## src/rtl/hs4_sync_sender_pkg.sv

```systemverilog
// Shared types for the clocked-to-4-phase sender: FSM state encoding and
// FIFO pointer sizing.
package hs4_pkg;

  typedef enum logic [1:0] {
    IDLE     = 2'd0,
    SETUP    = 2'd1,
    WAIT_ACK = 2'd2,
    WAIT_REL = 2'd3
  } state_t;

  // Pointer carries one extra wrap bit above the address bits.
  function automatic int ptr_w(input int depth);
    return $clog2(depth) + 1;
  endfunction

endpackage

```

## src/rtl/hs4_sync_sender_sync_ff.sv

```systemverilog
// Plain flop-chain synchronizer for signals arriving from an asynchronous
// domain; all stages clear to 0 on reset.
module sync_ff #(
  parameter int WIDTH  = 1,
  parameter int STAGES = 2
) (
  input  logic             clk,
  input  logic             rst_n,
  input  logic [WIDTH-1:0] d,
  output logic [WIDTH-1:0] q
);

  logic [WIDTH-1:0] chain [STAGES];

  always_ff @(posedge clk or negedge rst_n) begin
    if (!rst_n) begin
      for (int i = 0; i < STAGES; i++) chain[i] <= '0;
    end else begin
      chain[0] <= d;
      for (int i = 1; i < STAGES; i++) chain[i] <= chain[i-1];
    end
  end

  assign q = chain[STAGES-1];

endmodule

```

## src/rtl/hs4_sync_sender.sv

```systemverilog
// Bridge from a valid/ready producer into the request side of a 4-phase
// bundled-data pipeline: small FIFO, ack synchronizer and handshake FSM.
module hs4_sync_sender
  import hs4_pkg::*;
#(
  parameter int WIDTH       = 8,
  parameter int DEPTH       = 4,
  parameter int SYNC_STAGES = 2
) (
  input  logic             clk,
  input  logic             rst_n,
  input  logic             in_valid,
  output logic             in_ready,
  input  logic [WIDTH-1:0] in_data,
  output logic             req,
  output logic [WIDTH-1:0] data,
  input  logic             ack,
  output logic             busy,
  output logic             err
);

  localparam int PW = ptr_w(DEPTH);
  localparam int AW = PW - 1;

  logic [WIDTH-1:0] mem [DEPTH];
  logic [PW-1:0]    wr_ptr;
  logic [PW-1:0]    rd_ptr;
  logic             full;
  logic             empty;
  logic             rdy_en;
  logic             push;
  logic             pop;
  logic [WIDTH-1:0] head;

  logic             ack_s;
  logic             ack_s_p1;
  logic             ack_rise;

  state_t           state;

  assign empty    = (wr_ptr == rd_ptr);
  assign full     = (wr_ptr[AW-1:0] == rd_ptr[AW-1:0]) && (wr_ptr[AW] != rd_ptr[AW]);
  assign in_ready = rdy_en && !full;
  assign push     = in_valid && in_ready;
  assign head     = mem[rd_ptr[AW-1:0]];
  assign busy     = !empty || (state != IDLE);

  // Holds in_ready low while reset is asserted and until the first edge after release.
  always_ff @(posedge clk or negedge rst_n) begin
    if (!rst_n) rdy_en <= 1'b0;
    else        rdy_en <= 1'b1;
  end

  always_ff @(posedge clk) begin
    if (push) mem[wr_ptr[AW-1:0]] <= in_data;
  end

  always_ff @(posedge clk or negedge rst_n) begin
    if (!rst_n) begin
      wr_ptr <= '0;
      rd_ptr <= '0;
    end else begin
      if (push) wr_ptr <= wr_ptr + PW'(1);
      if (pop)  rd_ptr <= rd_ptr + PW'(1);
    end
  end

  // Stage boundary: ack crosses into the clock domain here and nowhere else.
  sync_ff #(
    .WIDTH (1),
    .STAGES(SYNC_STAGES)
  ) u_ack_sync (
    .clk  (clk),
    .rst_n(rst_n),
    .d    (ack),
    .q    (ack_s)
  );

  always_ff @(posedge clk or negedge rst_n) begin
    if (!rst_n) ack_s_p1 <= 1'b0;
    else        ack_s_p1 <= ack_s;
  end

  assign ack_rise = ack_s && !ack_s_p1;

  // A word leaves the FIFO only on entry to SETUP.
  always_comb begin
    pop = 1'b0;
    if (!empty) begin
      if (state == IDLE)                 pop = 1'b1;
      if (state == WAIT_REL && !ack_s)   pop = 1'b1;
    end
  end

  // The acknowledge is only honoured on a low-to-high transition seen in
  // WAIT_ACK, so an ack already high from a spurious pulse is not mistaken
  // for the response to this request.
  always_ff @(posedge clk or negedge rst_n) begin
    if (!rst_n) begin
      state <= IDLE;
      req   <= 1'b0;
      data  <= '0;
      err   <= 1'b0;
    end else begin
      if (ack_rise && (state == IDLE || state == SETUP)) err <= 1'b1;
      case (state)
        IDLE: begin
          req <= 1'b0;
          if (pop) begin
            data  <= head;
            state <= SETUP;
          end
        end
        SETUP: begin
          req   <= 1'b1;
          state <= WAIT_ACK;
        end
        WAIT_ACK: begin
          if (ack_rise) begin
            req   <= 1'b0;
            state <= WAIT_REL;
          end
        end
        WAIT_REL: begin
          req <= 1'b0;
          if (!ack_s) begin
            if (pop) begin
              data  <= head;
              state <= SETUP;
            end else begin
              state <= IDLE;
            end
          end
        end
        default: begin
          req   <= 1'b0;
          state <= IDLE;
        end
      endcase
    end
  end

endmodule

```

## config.mk

```make
export PLATFORM = sky130hd
export DESIGN_NAME = hs4_sync_sender
export DESIGN_NICKNAME = d
export VERILOG_FILES = /design/src/rtl/hs4_sync_sender_pkg.sv /design/src/rtl/hs4_sync_sender_sync_ff.sv /design/src/rtl/hs4_sync_sender.sv
export SDC_FILE = /design/constraint.sdc
export NUM_CORES = 1
export LEC_CHECK = 0
export ABC_AREA = 0
export CELL_PAD_IN_SITES_DETAIL_PLACEMENT = 0
export CELL_PAD_IN_SITES_GLOBAL_PLACEMENT = 1
export CORE_MARGIN = 8
export CORE_UTILIZATION = 48
export CTS_BUF_LIST = sky130_fd_sc_hd__clkbuf_16
export CTS_CLUSTER_DIAMETER = 150
export DETAILED_ROUTE_END_ITERATION = 16
export DONT_BUFFER_PORTS = 1
export MAX_ROUTING_LAYER = met4
export PLACE_DENSITY = 0.76
export REMOVE_ABC_BUFFERS = 1
export SLEW_MARGIN = 30
export SYNTH_ARGS = -nofsm -noshare
export SYNTH_HDL_FRONTEND = slang
export SYNTH_SLANG_ARGS = --single-unit
export TNS_END_PERCENT = 10
```

## constraint.sdc

```tcl
create_clock -name clk -period 1.6 [get_ports clk]
set_clock_uncertainty 0.1 [all_clocks]
set_input_delay 0.08 -clock clk [delete_from_list [all_inputs] [get_ports clk]]
set_output_delay 0.08 -clock clk [all_outputs]
set_load 0.02 [all_outputs]
```

==> results.sh <==
export IMPL_status="finished, violations left"
export IMPL_violations="setup timing"
export IMPL_hp_class="input port to flip-flop"
export IMPL_cap_violations=0
export IMPL_antennaDiodeCount=0
export IMPL_avgSynthCellArea_sq_um=18.4
export IMPL_synth_seq_area_share=0.643
export IMPL_vias_per_cell=5.08
export IMPL_die_h_um=86.0
export IMPL_yosys_top_cells_count="32 x edfxtp_1, 22 x dfrtp_1, 10 x ha_1"
export IMPL_synthCells=128
export IMPL_synth_distinct_cells=38
export IMPL_synthMuxAreaShare=0.155
export IMPL_yosys_top_cells_area="edfxtp_1 41%, dfrtp_1 23%, mux4_1 8.9%, ha_1 5.3%, mux2_4 5.1%"
export IMPL_synth_xor_xnor_area_share=0.0441
export IMPL_start_util=0.498
export IMPL_overflow=0
export IMPL_p_sw_frac=0.330
export IMPL_finalNetCount=185
export IMPL_critPathKind="flip-flop to flip-flop"
export IMPL_pwr_share_comb=0.435
export IMPL_clk_pin_slew_ns=0.07
export IMPL_die_area_sq_um=7400
export IMPL_grt_max_degree=23
export IMPL_synth_edf_count=32
export IMPL_slew_violations=0
export IMPL_synthArstFlopShare=0.407
export IMPL_cts_buffers=5
export IMPL_power_internal_mw=4.07
export IMPL_fp_coreArea_sq_um=4720
export IMPL_synth_simple_gate_area_frac=0.0431
export IMPL_finalHoldViolCount=0
export IMPL_power_leakage_nw=1.18
export IMPL_power_switching_mw=2.01
export IMPL_setup_tns_ns=-4.19
export IMPL_slew_headroom=0.655
export IMPL_final_antenna_net_count=0
export IMPL_row_count=25
export IMPL_ys_seq_elements=54
export IMPL_fp_dieW_um=86.0
export IMPL_power_total_mw=6.08
export IMPL_fmax_ghz=0.583
export IMPL_critPathTopFamily="flip-flops"
export IMPL_track_usage=0.131
export IMPL_period_share=1.07
export IMPL_io_buffers=0
export IMPL_critPathBufInv=1
export IMPL_drt_pass1_iter_count=4
export IMPL_holdWs_ns=0.154
export IMPL_htree_levels=2
export IMPL_cts_tree="done"
export IMPL_worst_pin_slew_ns=0.518
export IMPL_grt_pass1_wl_um=6950
export IMPL_worst_path_max_fanout=8
export IMPL_met3_length_um=250
export IMPL_slowest_stage="dfrtp_2"
export IMPL_path_cells="buf_12, xnor2_4, a31oi_4, and2_4"
export IMPL_critPathCaptureType="flip-flop"
export IMPL_cts_root_buf="clkbuf_16"
export IMPL_critPathLaunchType="flip-flop"
export IMPL_synth_top_area_frac=0.409
export IMPL_dr_wl_met2_um=2320
export IMPL_layout_drive_gt1_share=0.348
export IMPL_insertion_delay_ns=0.29
export IMPL_fin_crit_ns=1.72
export IMPL_io_pins=24
export IMPL_synth_compound_area_frac=0.0394
export IMPL_critical_path_required_ns=1.49
export IMPL_antenna_found_initial=0
export IMPL_power_frac_seq=0.365
export IMPL_setup_viol=44
export IMPL_grt_pass1_vias=1308
export IMPL_rsz0062_at_grt="true"
export IMPL_p_per_area_nw_per_um2=2080
export IMPL_area_delta_synth_final_pct=24.4
export IMPL_clock_power_share=0.200
export IMPL_wl_um=4320
export IMPL_clockBufferDepth=2
export IMPL_drtIter0Drc=40
export IMPL_cts_sinks=54
export IMPL_synth_area_leader_cell="edfxtp_1"
export IMPL_yosysMostFrequentCell="edfxtp_1"
export IMPL_wl_met1_um=1700
export IMPL_slowest_delay_ns=0.44
export IMPL_wl_per_cell_um=18.7
export IMPL_syn_area_sq_um=2350
export IMPL_synth_top_family_by_area="multiplexers"
export IMPL_place_detailed_hpwl_um=2720
export IMPL_top_layer_used="met4"
export IMPL_critPathArrivalTime_ns=1.61
export IMPL_vias=1174
export IMPL_finish_utilization=0.619
export IMPL_place_ws_ns=-0.173
export IMPL_post_route_drc_count=0
export IMPL_synthFlopType="edfxtp_1"
export IMPL_worst_slack_ns=-0.117
export IMPL_yosysWarningCount=0
export IMPL_place_congestion=0.796
export IMPL_synth_fa_ha_area_frac=0.0532
export IMPL_vdd_drop_max_mv=0.925
## kinds of logic (layout without fill, tap and decap cells)
logic type | after synthesis | count (layout)
other | 1 | 1
DFF | 54 | 54
muxes | 19 | 19
buffers and inverters | 9 | 44
adders and majority gates | 10 | 10
xor gates and xnor gates | 8 | 8
and+or+nand+nor | 15 | 16
AOI/OAI and AO/OA | 12 | 12
## final timing paths
path	start	endpoint	slack [ns]	cells after the start
min in group asynchronous	rst_n	wr_ptr[1]$_DFFE_PN0P_	0.19	2
max	rd_ptr[0]$_DFFE_PN0P_	mem[0][3]$_DFFE_PP_	-0.12	4
min	in_valid	wr_ptr[0]$_DFFE_PN0P_	0.15	4
min reg2reg	u_ack_sync.chain[1]$_DFF_PN0_	u_ack_sync.q$_DFF_PN0_	0.25	0
max reg2reg	rd_ptr[0]$_DFFE_PN0P_	mem[0][3]$_DFFE_PP_	-0.12	4
max in group asynchronous	rst_n	rd_ptr[0]$_DFFE_PN0P_	0.84	2
## stage by stage
step                      area (sq um)  std cells
final                             2930        231
after global routing              2930        231
after CTS                         2880        227
after detailed placement          2590        210
after global placement            2590        210
after floorplan                   2320        125
## registers in the layout (all words and copies together), names as in the netlist, 2 cells and up
signal / cells
mem: 32
data: 8
rd_ptr: 3
wr_ptr: 3
state: 2
## final cells by class
cell class / count / area, sq um
clock buffer: 5 / 125
clock inverter: 3 / 42.5
tap: 67 / 83.8
fill: 341 / 1800
timing repair buffer: 30 / 293
multi-input combinational: 66 / 846
sequential: 54 / 1510
inverter: 6 / 22.5
## layout by cell type, fill, tap and decap left out, types with 2 or more instances in the layout
cell and instances:
inv_1 6, ha_1 10, dlygate4sd3_1 10, buf_12 2, a21oi_2 2, clkbuf_16 5
dfrtp_1 21, xnor2_1 4, nand2_1 3, and2_4 5, mux2_4 10, buf_4 16
mux4_1 8, o21ai_2 2, edfxtp_1 32
## repair_timing
item | CTS | global route
gates resized for setup | 12 | 3
hold endpoints to repair | 55 | 22
cloned | 1 | 1
setup buffers | 1 | 2
hold buffers | 10 | 1
pin swaps | 11 | 7
setup endpoints to repair | 46 | 47
## power by group through the flow
stage	combinational [mW]	sequential (mW)	clock, mW
floorplan	1.48	2.25	0
global placement	2.17	2.23	0
detailed placement	2.27	2.24	0
CTS	2.54	2.23	1.23
global route	2.86	2.26	1.29
finish	2.65	2.22	1.21
## worst reg2reg max path: cells and delay by family (launching register included)
kind                   cells  cell delay [ns]
flip-flops                 1             0.44
AO/OA/AOI/OAI              1             0.29
AND/OR/NAND/NOR            1             0.29
buffers and inverters      1             0.15
XOR/XNOR                   1             0.14
## routing by layer
layer,vias up,GRT usage
met5,-,-
met2,24,0.223
met3,5,0.0497
met1,593,0.134
li1,552,-
met4,0,0.0494
Power figures use the tool's default switching activity.
